## config.mk

```make
export PLATFORM = sky130hd
export DESIGN_NAME = transport_receive_flat
export DESIGN_NICKNAME = d
export VERILOG_FILES = /design/src/rtl/transport_pkg.sv /design/src/rtl/transport_receive_if.sv /design/src/rtl/transport_receive.sv /design/src/flat_wrapper.sv
export SDC_FILE = /design/constraint.sdc
export NUM_CORES = 1
export LEC_CHECK = 0
export CAP_MARGIN = 20
export CORE_MARGIN = 5
export CORE_UTILIZATION = 51
export DETAILED_ROUTE_END_ITERATION = 16
export GPL_TIMING_DRIVEN = 0
export PLACE_DENSITY = 0.83
export SLEW_MARGIN = 20
export SYNTH_ARGS = -nofsm -noshare
export SYNTH_HDL_FRONTEND = slang
export SYNTH_SLANG_ARGS = --single-unit
```

## constraint.sdc

```tcl
create_clock -name clk -period 1.9 [get_ports clk]
set_input_delay 0.475 -clock clk [delete_from_list [all_inputs] [get_ports clk]]
set_output_delay 0.475 -clock clk [all_outputs]
set_load 0.02 [all_outputs]
```

## src/rtl/transport_pkg.sv

```systemverilog
// Shared transport constants, receive FSM state encoding and header classification.
// Used by both the transport send and receive stages.
package transport_pkg;

    localparam logic [7:0] HDR_CTRL    = 8'h40;
    localparam logic [7:0] HDR_AUDIO   = 8'h81;
    localparam logic [7:0] AUD_TRAILER = 8'hFF;
    localparam logic [7:0] CTRL_PAD    = 8'h00;

    localparam logic [1:0] CMD_IDLE  = 2'b00;
    localparam logic [1:0] CMD_CTRL  = 2'b01;
    localparam logic [1:0] CMD_AUDIO = 2'b10;

    typedef enum logic [3:0] {
        ST_IDLE    = 4'd0,
        ST_HDR     = 4'd1,
        ST_CTRL_HI = 4'd2,
        ST_CTRL_LO = 4'd3,
        ST_PAD     = 4'd4,
        ST_AUD_HI  = 4'd5,
        ST_AUD_LO  = 4'd6,
        ST_TRAIL   = 4'd7,
        ST_DROP    = 4'd8
    } rx_state_t;

    // Maps a header byte to the state that handles the packet's second byte.
    function automatic rx_state_t hdr_next_state(input logic [7:0] hdr);
        rx_state_t st;
        case (hdr)
            HDR_CTRL:  st = ST_CTRL_HI;
            HDR_AUDIO: st = ST_AUD_HI;
            default:   st = ST_DROP;
        endcase
        return st;
    endfunction

endpackage

```

## src/rtl/transport_receive_if.sv

```systemverilog
// Byte-stream input and decoded word output of the transport receive stage.
// master: byte source / word consumer; slave: transport_receive.
interface transport_receive_if;

    logic [7:0]  byte_in;
    logic        byte_valid;
    logic [1:0]  cmd_out;
    logic [15:0] data_out;
    logic        data_valid;
    logic        busy;
    logic        pkt_error;

    modport master (
        output byte_in, byte_valid,
        input  cmd_out, data_out, data_valid, busy, pkt_error
    );

    modport slave (
        input  byte_in, byte_valid,
        output cmd_out, data_out, data_valid, busy, pkt_error
    );

endinterface

```

## src/rtl/transport_receive.sv

```systemverilog
// Transport receive stage: rebuilds PACKET_SIZE-byte packets and emits 16-bit control/audio words.
// TRANSPORT_RCV_CHECK_EN: also flag unknown headers, nonzero control padding and bad audio trailers.
module transport_receive
    import transport_pkg::*;
#(
    parameter int PACKET_SIZE = 16
) (
    input  logic               clk,
    input  logic               reset,
    transport_receive_if.slave bus
);

`ifdef TRANSPORT_RCV_CHECK_EN
    localparam bit CHECK_EN = 1'b1;
`else
    localparam bit CHECK_EN = 1'b0;
`endif

    localparam logic [7:0] LAST_CNT    = 8'(PACKET_SIZE - 1);
    // cnt of the low byte of the final whole sample; an odd spare byte after it is skipped in TRAIL
    localparam logic [7:0] LAST_LO_CNT = 8'(((PACKET_SIZE - 2) / 2) * 2);

    rx_state_t   state_r, state_s;
    logic [7:0]  cnt_r, cnt_s;
    logic [7:0]  hi_r, hi_s;
    logic        bad_r, bad_s;
    logic [1:0]  cmd_r, cmd_s;
    logic [15:0] data_r, data_s;
    logic        data_valid_r, data_valid_s;
    logic        busy_r, busy_s;
    logic        pkt_error_r, pkt_error_s;
    logic        last_s;
    logic        bad_now_s;

    // State, counter, holding register and registered outputs.
    always_ff @(posedge clk or posedge reset) begin
        if (reset) begin
            state_r      <= ST_IDLE;
            cnt_r        <= 8'd0;
            hi_r         <= 8'd0;
            bad_r        <= 1'b0;
            cmd_r        <= CMD_IDLE;
            data_r       <= 16'd0;
            data_valid_r <= 1'b0;
            busy_r       <= 1'b0;
            pkt_error_r  <= 1'b0;
        end else begin
            state_r      <= state_s;
            cnt_r        <= cnt_s;
            hi_r         <= hi_s;
            bad_r        <= bad_s;
            cmd_r        <= cmd_s;
            data_r       <= data_s;
            data_valid_r <= data_valid_s;
            busy_r       <= busy_s;
            pkt_error_r  <= pkt_error_s;
        end
    end

    // Next-state, byte counter, word extraction and error detection.
    always_comb begin
        state_s      = state_r;
        cnt_s        = cnt_r;
        hi_s         = hi_r;
        bad_s        = bad_r;
        cmd_s        = CMD_IDLE;
        data_s       = data_r;
        data_valid_s = 1'b0;
        busy_s       = busy_r;
        pkt_error_s  = 1'b0;
        bad_now_s    = 1'b0;
        last_s       = (cnt_r == LAST_CNT);

        if (!bus.byte_valid) begin
            // cnt 0 means we sit on a packet boundary; anything else is a truncation
            state_s     = ST_IDLE;
            cnt_s       = 8'd0;
            bad_s       = 1'b0;
            busy_s      = 1'b0;
            pkt_error_s = (cnt_r != 8'd0);
        end else begin
            busy_s = 1'b1;
            cnt_s  = last_s ? 8'd0 : cnt_r + 8'd1;
            case (state_r)
                ST_IDLE, ST_HDR: begin
                    state_s   = hdr_next_state(bus.byte_in);
                    bad_now_s = (state_s == ST_DROP);
                end
                ST_CTRL_HI: begin
                    hi_s    = bus.byte_in;
                    state_s = ST_CTRL_LO;
                end
                ST_CTRL_LO: begin
                    data_s       = {hi_r, bus.byte_in};
                    cmd_s        = CMD_CTRL;
                    data_valid_s = 1'b1;
                    state_s      = ST_PAD;
                end
                ST_PAD: begin
                    bad_now_s = (bus.byte_in != CTRL_PAD);
                end
                ST_AUD_HI: begin
                    hi_s    = bus.byte_in;
                    state_s = ST_AUD_LO;
                end
                ST_AUD_LO: begin
                    data_s       = {hi_r, bus.byte_in};
                    cmd_s        = CMD_AUDIO;
                    data_valid_s = 1'b1;
                    state_s      = (cnt_r == LAST_LO_CNT) ? ST_TRAIL : ST_AUD_HI;
                end
                ST_TRAIL: begin
                    bad_now_s = last_s && (bus.byte_in != AUD_TRAILER);
                end
                ST_DROP: begin
                    bad_now_s = 1'b0;
                end
                default: begin
                    state_s = ST_DROP;
                end
            endcase

            if (last_s) begin
                state_s     = ST_HDR;
                bad_s       = 1'b0;
                pkt_error_s = CHECK_EN && (bad_r || bad_now_s);
            end else begin
                bad_s = bad_r || bad_now_s;
            end
        end
    end

    assign bus.cmd_out    = cmd_r;
    assign bus.data_out   = data_r;
    assign bus.data_valid = data_valid_r;
    assign bus.busy       = busy_r;
    assign bus.pkt_error  = pkt_error_r;

endmodule

```

## src/flat_wrapper.sv

```systemverilog
// flat-port wrapper written by rule: the top's interface ports become plain ports
module transport_receive_flat import transport_pkg::*;
#(
    parameter int PACKET_SIZE = 16
)
  (clk, reset, bus_byte_in, bus_byte_valid, bus_cmd_out, bus_data_out, bus_data_valid, bus_busy, bus_pkt_error);
  transport_receive_if bus_i ();
  input  logic clk;
  input  logic reset;
  input wire logic [$bits(bus_i.byte_in)-1:0] bus_byte_in;
  input wire logic [$bits(bus_i.byte_valid)-1:0] bus_byte_valid;
  output wire logic [$bits(bus_i.cmd_out)-1:0] bus_cmd_out;
  output wire logic [$bits(bus_i.data_out)-1:0] bus_data_out;
  output wire logic [$bits(bus_i.data_valid)-1:0] bus_data_valid;
  output wire logic [$bits(bus_i.busy)-1:0] bus_busy;
  output wire logic [$bits(bus_i.pkt_error)-1:0] bus_pkt_error;
  assign bus_i.byte_in = bus_byte_in;
  assign bus_i.byte_valid = bus_byte_valid;
  assign bus_cmd_out = bus_i.cmd_out;
  assign bus_data_out = bus_i.data_out;
  assign bus_data_valid = bus_i.data_valid;
  assign bus_busy = bus_i.busy;
  assign bus_pkt_error = bus_i.pkt_error;
  transport_receive #(.PACKET_SIZE(PACKET_SIZE)) u_core (.clk(clk), .reset(reset), .bus(bus_i));
endmodule
```

## Word-level counts from Yosys, hierarchy flattened

Index checks and enable logic that the tools add are counted.

- Register bits: 41
- Bits in latches: 0
- Memory bits (writable): 0
- Bits in read-only memories: 0
- Bits of input ports: 11
- Output and inout bits: 21
- Word-level logic and storage cells: 43
- Memories kept: 0

- Add/subtract/negate cells: 1
- Multipliers: 0
- Div/mod/pow operators: 0
- $lt $le $gt $ge: 0
- Eq/ne operators: 13
- Shift-type cells: 0
- Muxes and demuxes: 13
- Bitwise operators: 0
- Reduce and logical (&&, ||, !) cells: 8

Operator list:

| kind | count |
|---|---|
| $pmux W4 S6 | 1 |
| $eq A4 B3 Y1 const B | 4 |
| $eq A8 B4 Y1 const B | 2 |
| $mux W8 | 2 |
| $add A8 B1 Y8 const B | 1 |
| $eq A4 B2 Y1 const B | 2 |
| $eq A8 B7 Y1 const B | 1 |
| $eq A8 B8 Y1 const B | 1 |
| $mux W4 | 2 |
| $pmux W4 S2 | 1 |
| $reduce_bool A8 Y1 | 1 |
| $reduce_or A2 Y1 | 3 |
| $eq A4 B1 Y1 const B | 1 |
| $eq A4 B4 Y1 const B | 1 |
| $logic_not A4 Y1 | 1 |
| $mux W1 | 4 |
| $mux W2 | 2 |
| $pmux W2 S2 | 1 |
| $reduce_and A2 Y1 | 2 |
| $ne A3 B2 Y1 const B | 1 |
| $reduce_or A3 Y1 | 1 |

## Depth between registers and ports, before layout

Gate-level depths: netlist of run 1.

- Depth in word-level cells: 5
- Gate-level depth with buffers: 5
- Mapped depth without buffers: 5

## Least setup slack after synthesis of run 1

OpenSTA, ideal clock, no wires.

- Kind: input -> register
- Start point: input port bus_byte_valid
- End point: register u_core.data_r[10], in the netlist u_core.bus.data_out[10]
- Setup time: 127 ps
- Arrival: 1432 ps
- Slack: 340 ps
- Stages on the path: 5
- Cells stage by stage: and2b_1 nand2_2 a21oi_4 buf_6 mux2_1

- Longest elaborated chain between the ends: 1

Ends and longest elaborated chain:

| element | line | source |
|---|---|---|
| start: declaration | flat_wrapper.sv:11 | `input wire logic [$bits(bus_i.byte_valid)-1:0] bus_byte_valid;` |
| $reduce_and A2 Y1 (no source line) | - |  |
| end signal: assignment | transport_receive.sv:53 | `data_r <= data_s;` |
| end: declaration | transport_receive.sv:28 | `logic [15:0] data_r, data_s;` |

No other way between the ends.
A chain may end at the register's enable or synchronous reset.

## Final worst setup path of run 1

- Start point: register u_core.data_r[7], in the netlist u_core.bus.data_out[7]
- End point: output port bus_data_out[7]

RTL lines:

| element | line | source |
|---|---|---|
| end: declaration | flat_wrapper.sv:13 | `output wire logic [$bits(bus_i.data_out)-1:0] bus_data_out;` |

No word-level cell between the ends.

==> results of run 1 <==
-- worst max-delay path by stage --
stage,startpoint,depth (start not counted),to,slack [ps]
finish,u_core.bus.data_out[7],1,bus_data_out[7],80
global route,u_core.bus.data_out[7],1,bus_data_out[7],8
CTS,u_core.bus.data_out[11],1,bus_data_out[11],40
detailed placement,bus_byte_valid,6,u_core.bus.data_out[4],-460
global placement,bus_byte_valid,6,u_core.bus.data_out[9],-440
floorplan,bus_byte_valid,5,u_core.bus.data_out[10],340
-- layout make-up --
class                   count  area (um2)  share of cell area
inverters                   4       15.01            0.006810
repair buffers             34       347.8              0.1578
plain buffers               2       16.27            0.007378
well taps                  46       57.56             0.02611
clock inverters             3       46.29             0.02100
clock buffers               5       37.54             0.01703
flip-flops and latches     41        1026              0.4654
multi-input cells          85       658.1              0.2985
-- logic make-up (layout without fill, tap and decap cells) --
group | after synthesis | in the layout | synth area share
and+or+nand+nor | 43 | 43 | 0.1335
DFF | 41 | 41 | 0.5981
muxes | 24 | 24 | 0.1575
AOI/OAI and AO/OA | 10 | 10 | 0.04523
buffers and inverters | 6 | 48 | 0.01823
xor gates and xnor gates | 5 | 5 | 0.02553
adders and majority gates | 3 | 3 | 0.02188
-- power by group through the flow --
stage          combinational [mW]  clock (mW)  sequential (mW)
3_5_place_dp               0.0933           0            0.915
5_1_grt                     0.105       0.619            0.900
3_3_place_gp               0.0842           0            0.914
2_1_floorplan              0.0389           0            0.916
6_report                   0.0929       0.573            0.898
4_1_cts                    0.0939       0.587            0.898
-- cells in the final DEF (no fill, tap or decap), types with 3 or more instances in the layout --
cell and count:
nand2_1 5, dfrtp_1 41, inv_1 3, ha_1 3, clkdlybuf4s50_1 30, clkbuf_4 5
mux2_1 10, nor2_1 14, nand2b_1 3, nand3_1 4, xor2_1 3, mux2_2 14
-- Yosys cell counts, types with 2 or more instances --
cell type	instances
mux2_2	14
mux2_1	10
nand3_1	4
ha_1	3
a21oi_1	2
nand2_1	5
nand2b_1	3
nand4_1	2
inv_1	4
and2_1	2
nor2_1	14
xor2_1	3
a31oi_1	2
nand3b_1	2
xnor2_1	2
dfrtp_1	41
nor3b_1	2
-- flip-flops by register name, summed over array words and instances, names as in the netlist --
signal and count:
u_core.bus.cmd_out 2, u_core.bus.data_out 16, u_core.cnt_r 8, u_core.state_r 4, u_core.bus.busy 1, u_core.bus.pkt_error 1, u_core.bus.data_valid 1, u_core.hi_r 8
-- timing repair --
action | 4_1_cts | 5_1_grt
endpoints found under the setup margin | 9 | 1
resized for setup | 0 | 1
buffers inserted | 2 | 0
hold endpoints to repair | 0 | 0
hold buffers | 0 | 0
-- stage by stage --
| stage | setup WS, ps | instances | total power, mW | TNS (ps) | cell area, um2 |
|---|---|---|---|---|---|
| 2_1_floorplan | 340.2 | 132 | 0.9544 | 0 | 1715 |
| 3_3_place_gp | -441.3 | 209 | 0.9978 | -19000 | 2083 |
| 3_5_place_dp | -459.3 | 210 | 1.008 | -6610 | 2103 |
| 4_1_cts | 40.72 | 220 | 1.579 | 0 | 2202 |
| 5_1_grt | 7.968 | 220 | 1.623 | 0 | 2205 |
| 6_report | 77.11 | 220 | 1.564 | 0 | 2205 |
-- routing by layer --
| layer | global-route usage | vias to the layer above | routed length, um |
|---|---|---|---|
| met2 | 0.2792 | 37 | 1682 |
| met1 | 0.2004 | 572 | 1390 |
| met5 | 0 | - | 0 |
| met3 | 0.05747 | 7 | 205 |
| met4 | 0.06203 | 0 | 50 |
| li1 | - | 543 | - |
==> flow_metrics.tcl, run 1 <==
set metrics [dict create \
    p_leak_nw 1.048 \
    fillerInstances 254 \
    min_period_ps 1823 \
    holdWs_ps 358.2 \
    area_growth_pct 28.52 \
    synth_top_area_frac 0.5981 \
    pin_count 32 \
    worst_path_max_delay_cell "clkdlybuf4s50_1" \
    p_clk_frac 0.366 \
    cp.buffers_inverters 1 \
    setup_viol 0 \
    antenna_found_initial 0 \
    max_stage_delay_ps 610 \
    fin_util 0.6712 \
    first_pass_iters 4 \
    synth-edff-count 0 \
    cts_sinks 41 \
    path_cells "clkdlybuf4s50_1" \
    p_int_mw 1.208 \
    die_w_um 68.00 \
    grt_overflow 0 \
    dieHeight_um 68.00 \
    synth_flop_cell "dfrtp_1" \
    combPwrFrac 0.059 \
    cts_tree "built" \
    yosysWarnings 0 \
    finalHoldViolCount 0 \
    routedWlPerCell_um 15.13 \
    clock_skew_ps 9.754 \
    diodes 0 \
    r2r_slack_ps 210 \
    wirelength_um 3329 \
    cts_buffer_depth 2 \
    finalCritPeriodShare 0.9594 \
    p_per_area_nw_per_um2 709.2 \
    ys_ff_latch 41 \
    start_util 0.5223 \
    coreArea_um2 3284 \
    dp_hpwl_um 2401 \
    max_freq_ghz 0.5486 \
    htree_levels 2 \
    relSlewSlack 0.5928 \
    path_class "reg -> out" \
    synthCells 132 \
    async_flop_share 1.000 \
    status "finished, final reports clean" \
    synthesis.area_um2 1715 \
    cts.clk_slew.worst_paths_ps 130 \
    slew_viol_final 0 \
    grt_max_degree 31 \
    ys_types 34 \
    hold_path.class "in -> async" \
    crit_arrival_ps 1350 \
    die-area_um2 4623 \
    reg2regPathDepth 4 \
    cp_data_required_time_ps 1420 \
    ys_top_cells_by_area "dfrtp_1 60%, mux2_2 9.2%, mux2_1 6.6%" \
    grt_use_total 0.1678 \
    r2r_start "u_core.cnt_r[4]" \
    seq_power_share 0.574 \
    root_buffer "clkbuf_4" \
    via_count 1159 \
    syn_area_per_cell_um2 13.00 \
    yosysTopAreaCell "dfrtp_1" \
    route.detailed.drc 0 \
    ir_drop_mv 0.4066 \
    grt_pass1_vias 1273 \
    drtIter0Drc 98 \
    gp_congestion 0.8008 \
    clock_latency_ps 350 \
    synth-seq-area-share 0.5981 \
    critPathMaxFanout 2 \
    io_buffers 31 \
    worst_setup_path_end_kind "output pin" \
    nNetsFinal 187 \
    switchingPower_uw 355.8 \
    grt_pass1_wl_um 5733 \
    cts_buffers 5 \
    rows 21 \
    crit_family "buffers and inverters" \
    viasPerCell 5.268 \
    worst_pin_slew_ps 605.3 \
    ant_nets 0 \
    rsz0062_at_grt "false" \
    swShare 0.2275 \
    synth_nets 146 \
    max-cap-violations 0 \
    drive_gt1_frac 0.1839 \
    reg2reg_to "u_core.state_r[3]" \
    start_kind "flop" \
]
(Power assumes the default switching activity.)
==> run 2: changes to the inputs <==
- ABC_AREA: unset -> 1
- CORE_UTILIZATION: 51 -> 54
- CTS_BUF_LIST: unset -> sky130_fd_sc_hd__clkbuf_4
- PLACE_DENSITY: 0.83 -> unset
- PLACE_DENSITY_LB_ADDON: unset -> 0.15
==> run 2 against run 1 <==
  * Non-clock buffer count unchanged
  * Critical endpoint is now bus_data_out[2]
  * Maximum frequency down 0.29%
  * Worst hold slack better by 29 ps
  * Power up 1.6%
  * Synthesized area up 11%
  * Synthesized cell count up 64%
  * Critical path depth unchanged
  * Clock skew up 2.0 ps
  * Die area up 3.7%
  * Count of clock-buffer cells in the layout up 1
  * Highest routed layer unchanged
==> flow_metrics.tcl, run 2 <==
set metrics [dict create \
    synth_top_area_frac 0.5413 \
    die_w_um 69.25 \
    ys_top_cells_by_area "dfrtp_1 54%, nand2_1 13%, o21ai_2 4.6%" \
    wirelength_um 3450 \
    ys_ff_latch 41 \
    switchingPower_uw 429.7 \
    post_cts_buffers 0 \
    htree_levels 2 \
    status "finished, final reports clean" \
    crit_family "buffers and inverters" \
    p_per_area_nw_per_um2 679.1 \
    async_flop_share 1.000 \
    finalCritPeriodShare 0.9622 \
    drive_gt1_frac 0.1602 \
    max_freq_ghz 0.5470 \
    via_count 1463 \
    cp.buffers_inverters 1 \
    hold_path.class "in -> async" \
    postCtsHoldBufs 0 \
    reg2reg_to "u_core.cnt_r[4]" \
    final_area_um2 2338 \
    rsz0062_at_grt "false" \
    seq_power_share 0.590 \
    final_common_cell "nand2_1" \
    clock_latency_ps 350 \
    placed_cell_area_um2 2283 \
    nNetsFinal 269 \
    dieHeight_um 69.25 \
    largest_reg_flops 16 \
    cts_buffer_depth 2 \
    setup.worst_path.start "u_core.bus.data_out[2]" \
    worst_path_max_delay_cell "clkdlybuf4s50_1" \
    start_kind "flop" \
    area_growth_pct 23.37 \
    cts_tree "built" \
    synth-edff-count 0 \
    final_cells 302 \
    final_cell_mix "65 x nand2_1, 41 x dfrtp_1, 31 x clkdlybuf4s50_1" \
    critPathMaxFanout 2 \
    gp_congestion 0.9024 \
    p_total_mw 1.588 \
    max-cap-violations 0 \
    start_util 0.5636 \
    r2r_slack_ps 330 \
    syn_area_per_cell_um2 8.776 \
    min_period_ps 1828 \
    grt_pass1_wl_um 6120 \
    yosysWarnings 0 \
    holdWs_ps 386.8 \
    worst_setup_path_end_kind "output pin" \
    synth_nets 230 \
    placed_cells_incl_taps 294 \
    clock_skew_ps 11.78 \
    dp_hpwl_um 2674 \
    routedWlPerCell_um 11.42 \
    worst_pin_slew_ps 280.9 \
    p_int_mw 1.158 \
    synth.most_common_cell "nand2_1" \
    fin_setup_tns_ps 0 \
    yosysTopAreaCell "dfrtp_1" \
    synthesis.area_um2 1896 \
    ys_types 24 \
    cts.clk_slew.worst_paths_ps 120 \
    ant_nets 0 \
    root_buffer "clkbuf_4" \
    p_clk_frac 0.269 \
    reg2regPathDepth 10 \
    synthCells 216 \
    ys_top_cells_by_count "65 x nand2_1, 41 x dfrtp_1, 23 x nor2_1" \
    io_buffers 31 \
    path_class "reg -> out" \
    grt_max_degree 30 \
    r2r_start "u_core.cnt_r[0]" \
    synth_flop_cell "dfrtp_1" \
    path_cells "clkdlybuf4s50_1" \
    cts-resized-gates 0 \
    finalHoldViolCount 0 \
    drtIter0Drc 90 \
    max_stage_delay_ps 610 \
    fillerInstances 287 \
    grt_overflow 0 \
    slew_viol_final 0 \
    cp_data_required_time_ps 1420 \
    synth-seq-area-share 0.5413 \
    crit_end "bus_data_out[2]" \
    cts_buffers 5 \
    relSlewSlack 0.8115 \
    grt_pass1_vias 1452 \
    ir_drop_mv 0.5534 \
    diodes 0 \
    combPwrFrac 0.141 \
    first_pass_iters 4 \
    crit_arrival_ps 1350 \
    pin_count 32 \
    setup_viol 0 \
    rows 21 \
    grt_use_total 0.1540 \
    die-area_um2 4795 \
    viasPerCell 4.844 \
    antenna_found_initial 0 \
    route.detailed.drc 0 \
    coreArea_um2 3363 \
    cts_sinks 41 \
    p_leak_nw 1.182 \
    cp.depth 1 \
    swShare 0.2706 \
]
[run 2: kinds of logic after synthesis]
kind of cell	count (synthesis)	share of synthesized area
adder cells (fa/ha/maj)	3	0.01980
AND/OR/NAND/NOR	118	0.2720
buffers and inverters	30	0.07327
flip-flops	41	0.5413
XOR/XNOR	2	0.009243
AO/OA/AOI/OAI	22	0.08449
[run 2: worst min-delay path by stage]
stage | endpoint | slack (ps)
3_5_place_dp | u_core.bus.data_out[10] | 460
2_1_floorplan | u_core.bus.data_out[10] | 440
3_3_place_gp | u_core.bus.data_out[11] | 450
5_1_grt | u_core.state_r[1] | 410
4_1_cts | u_core.bus.pkt_error | 390
6_report | u_core.bus.pkt_error | 390
[run 2: layout make-up]
| type | instances | area [um2] | share of cell area |
|---|---|---|---|
| inverters | 26 | 97.59 | 0.04173 |
| clock inverters | 2 | 10.01 | 0.004280 |
| clock buffers | 6 | 45.04 | 0.01926 |
| multi-input cells | 145 | 730.7 | 0.3125 |
| repair buffers | 32 | 330.3 | 0.1413 |
| flip-flops and latches | 41 | 1026 | 0.4387 |
| plain buffers | 4 | 41.29 | 0.01766 |
| well taps | 46 | 57.56 | 0.02461 |
[run 2: power by group through the flow]
| stage | Sequential [mW] | Combinational, mW | Clock [mW] |
|---|---|---|---|
| after floorplan | 0.967 | 0.128 | 0 |
| after global routing | 0.943 | 0.253 | 0.470 |
| after detailed placement | 0.954 | 0.228 | 0 |
| after CTS | 0.937 | 0.229 | 0.429 |
| final | 0.937 | 0.224 | 0.427 |
| after global placement | 0.953 | 0.219 | 0 |
[run 2: metal layers]
metal / share of wire / GRT usage / vias to the layer above
li1: - / - / 753
met1: 0.42 / 0.1667 / 667
met2: 0.52 / 0.2797 / 32
met3: 0.038 / 0.04203 / 11
met4: 0.022 / 0.06508 / 0
met5: 0 / 0 / -
[run 2: per-stage QoR]
step	setup WS, ps	utilization
2_1_floorplan	479.0	-
6_report	71.82	0.6953
5_1_grt	27.47	0.6953
3_5_place_dp	-60.27	0.6789
4_1_cts	71.96	0.6953
3_3_place_gp	-326.7	0.6730
==> run 3: changes to the inputs <==
- REMOVE_ABC_BUFFERS: unset -> 1
==> run 3 against run 2 <==
  * Routed wire length grew 6.6%
  * Register-to-register slack barely moved
  * Clock power decreased by 2%
  * Sequential power about the same
  * Cell area down 0.86%
  * Sequential share of layout area up 0.38 points
==> flow_metrics.tcl, run 3 (synthesis results as in run 2) <==
set metrics [dict create \
    cts.clk_slew.worst_paths_ps 130 \
    multi_input_area_um2 742.0 \
    min_period_ps 1838 \
    cts_tree "built" \
    drtIter0Drc 147 \
    ir_drop_mv 0.4383 \
    critPathMaxFanout 2 \
    grt_use_total 0.1686 \
    max-cap-violations 0 \
    dp_hpwl_um 2717 \
    htree_levels 2 \
    finalCritPeriodShare 0.9672 \
    fillerInstances 301 \
    cts_buffers 5 \
    largest_reg_flops 16 \
    viasPerCell 4.977 \
    cts_sinks 41 \
    cp.buffers_inverters 1 \
    cp_data_required_time_ps 1420 \
    relSlewSlack 0.6808 \
    nNetsFinal 266 \
    grt_pass1_wl_um 6437 \
    final_cells 299 \
    max_freq_ghz 0.5441 \
    start_kind "flop" \
    p_leak_nw 1.172 \
    finalHoldViolCount 0 \
    route.detailed.drc 0 \
    start_util 0.5636 \
    grt_pass1_vias 1431 \
    die-area_um2 4795 \
    pin_count 32 \
    final_common_cell "nand2_1" \
    hold_path.class "in -> async" \
    swShare 0.2785 \
    drive_gt1_frac 0.1502 \
    area_growth_pct 22.31 \
    routedWlPerCell_um 12.30 \
    worst_path_max_delay_cell "clkdlybuf4s50_1" \
    cts_buffer_depth 2 \
    p_total_mw 1.583 \
    fin_util 0.6894 \
    first_pass_iters 4 \
    crit_arrival_ps 1360 \
    worst_setup_path_end_kind "output pin" \
    antenna_found_initial 0 \
    status "finished, final reports clean" \
    rsz0062_at_grt "false" \
    crit_family "buffers and inverters" \
    grt_max_degree 22 \
    via_count 1488 \
    gp_congestion 0.8609 \
    grt_overflow 0 \
    max_stage_delay_ps 620 \
    clock_latency_ps 350 \
    combPwrFrac 0.143 \
    clock_skew_ps 13.76 \
    p_clk_frac 0.265 \
    path_class "reg -> out" \
    placed_cells_incl_taps 290 \
    rows 21 \
    seq_power_share 0.591 \
    root_buffer "clkbuf_4" \
    holdWs_ps 446.5 \
    setup_viol 0 \
    worst_pin_slew_ps 478.1 \
    path_cells "clkdlybuf4s50_1" \
    p_per_area_nw_per_um2 682.9 \
    dieHeight_um 69.25 \
    slew_viol_final 0 \
    coreArea_um2 3363 \
    final-seq-area_um2 1026 \
    die_w_um 69.25 \
    p_int_mw 1.142 \
    wirelength_um 3679 \
    diodes 0 \
    io_buffers 31 \
    final_cell_mix "65 x nand2_1, 41 x dfrtp_1, 30 x clkdlybuf4s50_1" \
    ant_nets 0 \
    switchingPower_uw 440.9 \
]
run 3: layout make-up:
type / instances / area share
tap: 46 / 0.02482
clock inverter: 3 / 0.007555
inverter: 26 / 0.04209
multi-input combinational: 146 / 0.3200
clock buffer: 5 / 0.01619
sequential: 41 / 0.4425
timing repair buffer: 32 / 0.1468
run 3: power groups by stage:
| stage | registers, mW | clock network (mW) | logic (mW) |
|---|---|---|---|
| finish | 0.936 | 0.420 | 0.227 |
| global route | 0.943 | 0.467 | 0.253 |
| CTS | 0.936 | 0.435 | 0.230 |
| detailed placement | 0.952 | 0 | 0.230 |
| global placement | 0.952 | 0 | 0.217 |
| floorplan | 0.967 | 0 | 0.124 |
run 3: metrics by stage:
stage                     worst slack, ps  area, um2  TNS, ps
after floorplan                     423.0       1854        0
after global placement             -599.2       2222   -22730
after detailed placement           -605.5       2250    -8348
after CTS                           37.18       2316        0
after global routing                9.254       2318        0
final                               62.26       2318        0
run 3: worst paths after layout:
path | from | cells after the start | slack, ps | endpoint
min in group clk | u_core.hi_r[0] | 2 | 490 | u_core.bus.data_out[8]
setup / recovery | u_core.bus.data_out[2] | 1 | 60 | bus_data_out[2]
setup reg to reg | u_core.cnt_r[0] | 10 | 320 | u_core.cnt_r[3]
hold / removal | reset | 2 | 450 | u_core.cnt_r[6]
max in group asynchronous | reset | 3 | 990 | u_core.hi_r[7]
hold reg to reg | u_core.hi_r[0] | 2 | 490 | u_core.bus.data_out[8]
run 3: worst reg2reg max path: cells and delay by family, from the launching register on:
kind                       cells  cell delay [ps]
AOI/OAI and AO/OA              1              120
and+or+nand+nor                5              480
buffers and inverters          3              280
DFF                            1              430
adders and majority gates      1              220
run 3: layer usage:
metal | part of all wire | vias to the layer above | GRT usage
met5 | 0 | - | 0
met4 | 0.020 | 0 | 0.07809
met3 | 0.035 | 7 | 0.03913
met1 | 0.43 | 703 | 0.1906
met2 | 0.51 | 27 | 0.2987
li1 | - | 751 | -
run 3: what timing repair did:
action                     4_1_cts  5_1_grt
setup endpoints to repair       13        8
hold buffers                     0        0
gates resized for setup          1        1
buffers inserted                 0        0
gates cloned                     1        0
pin swaps                        1        0
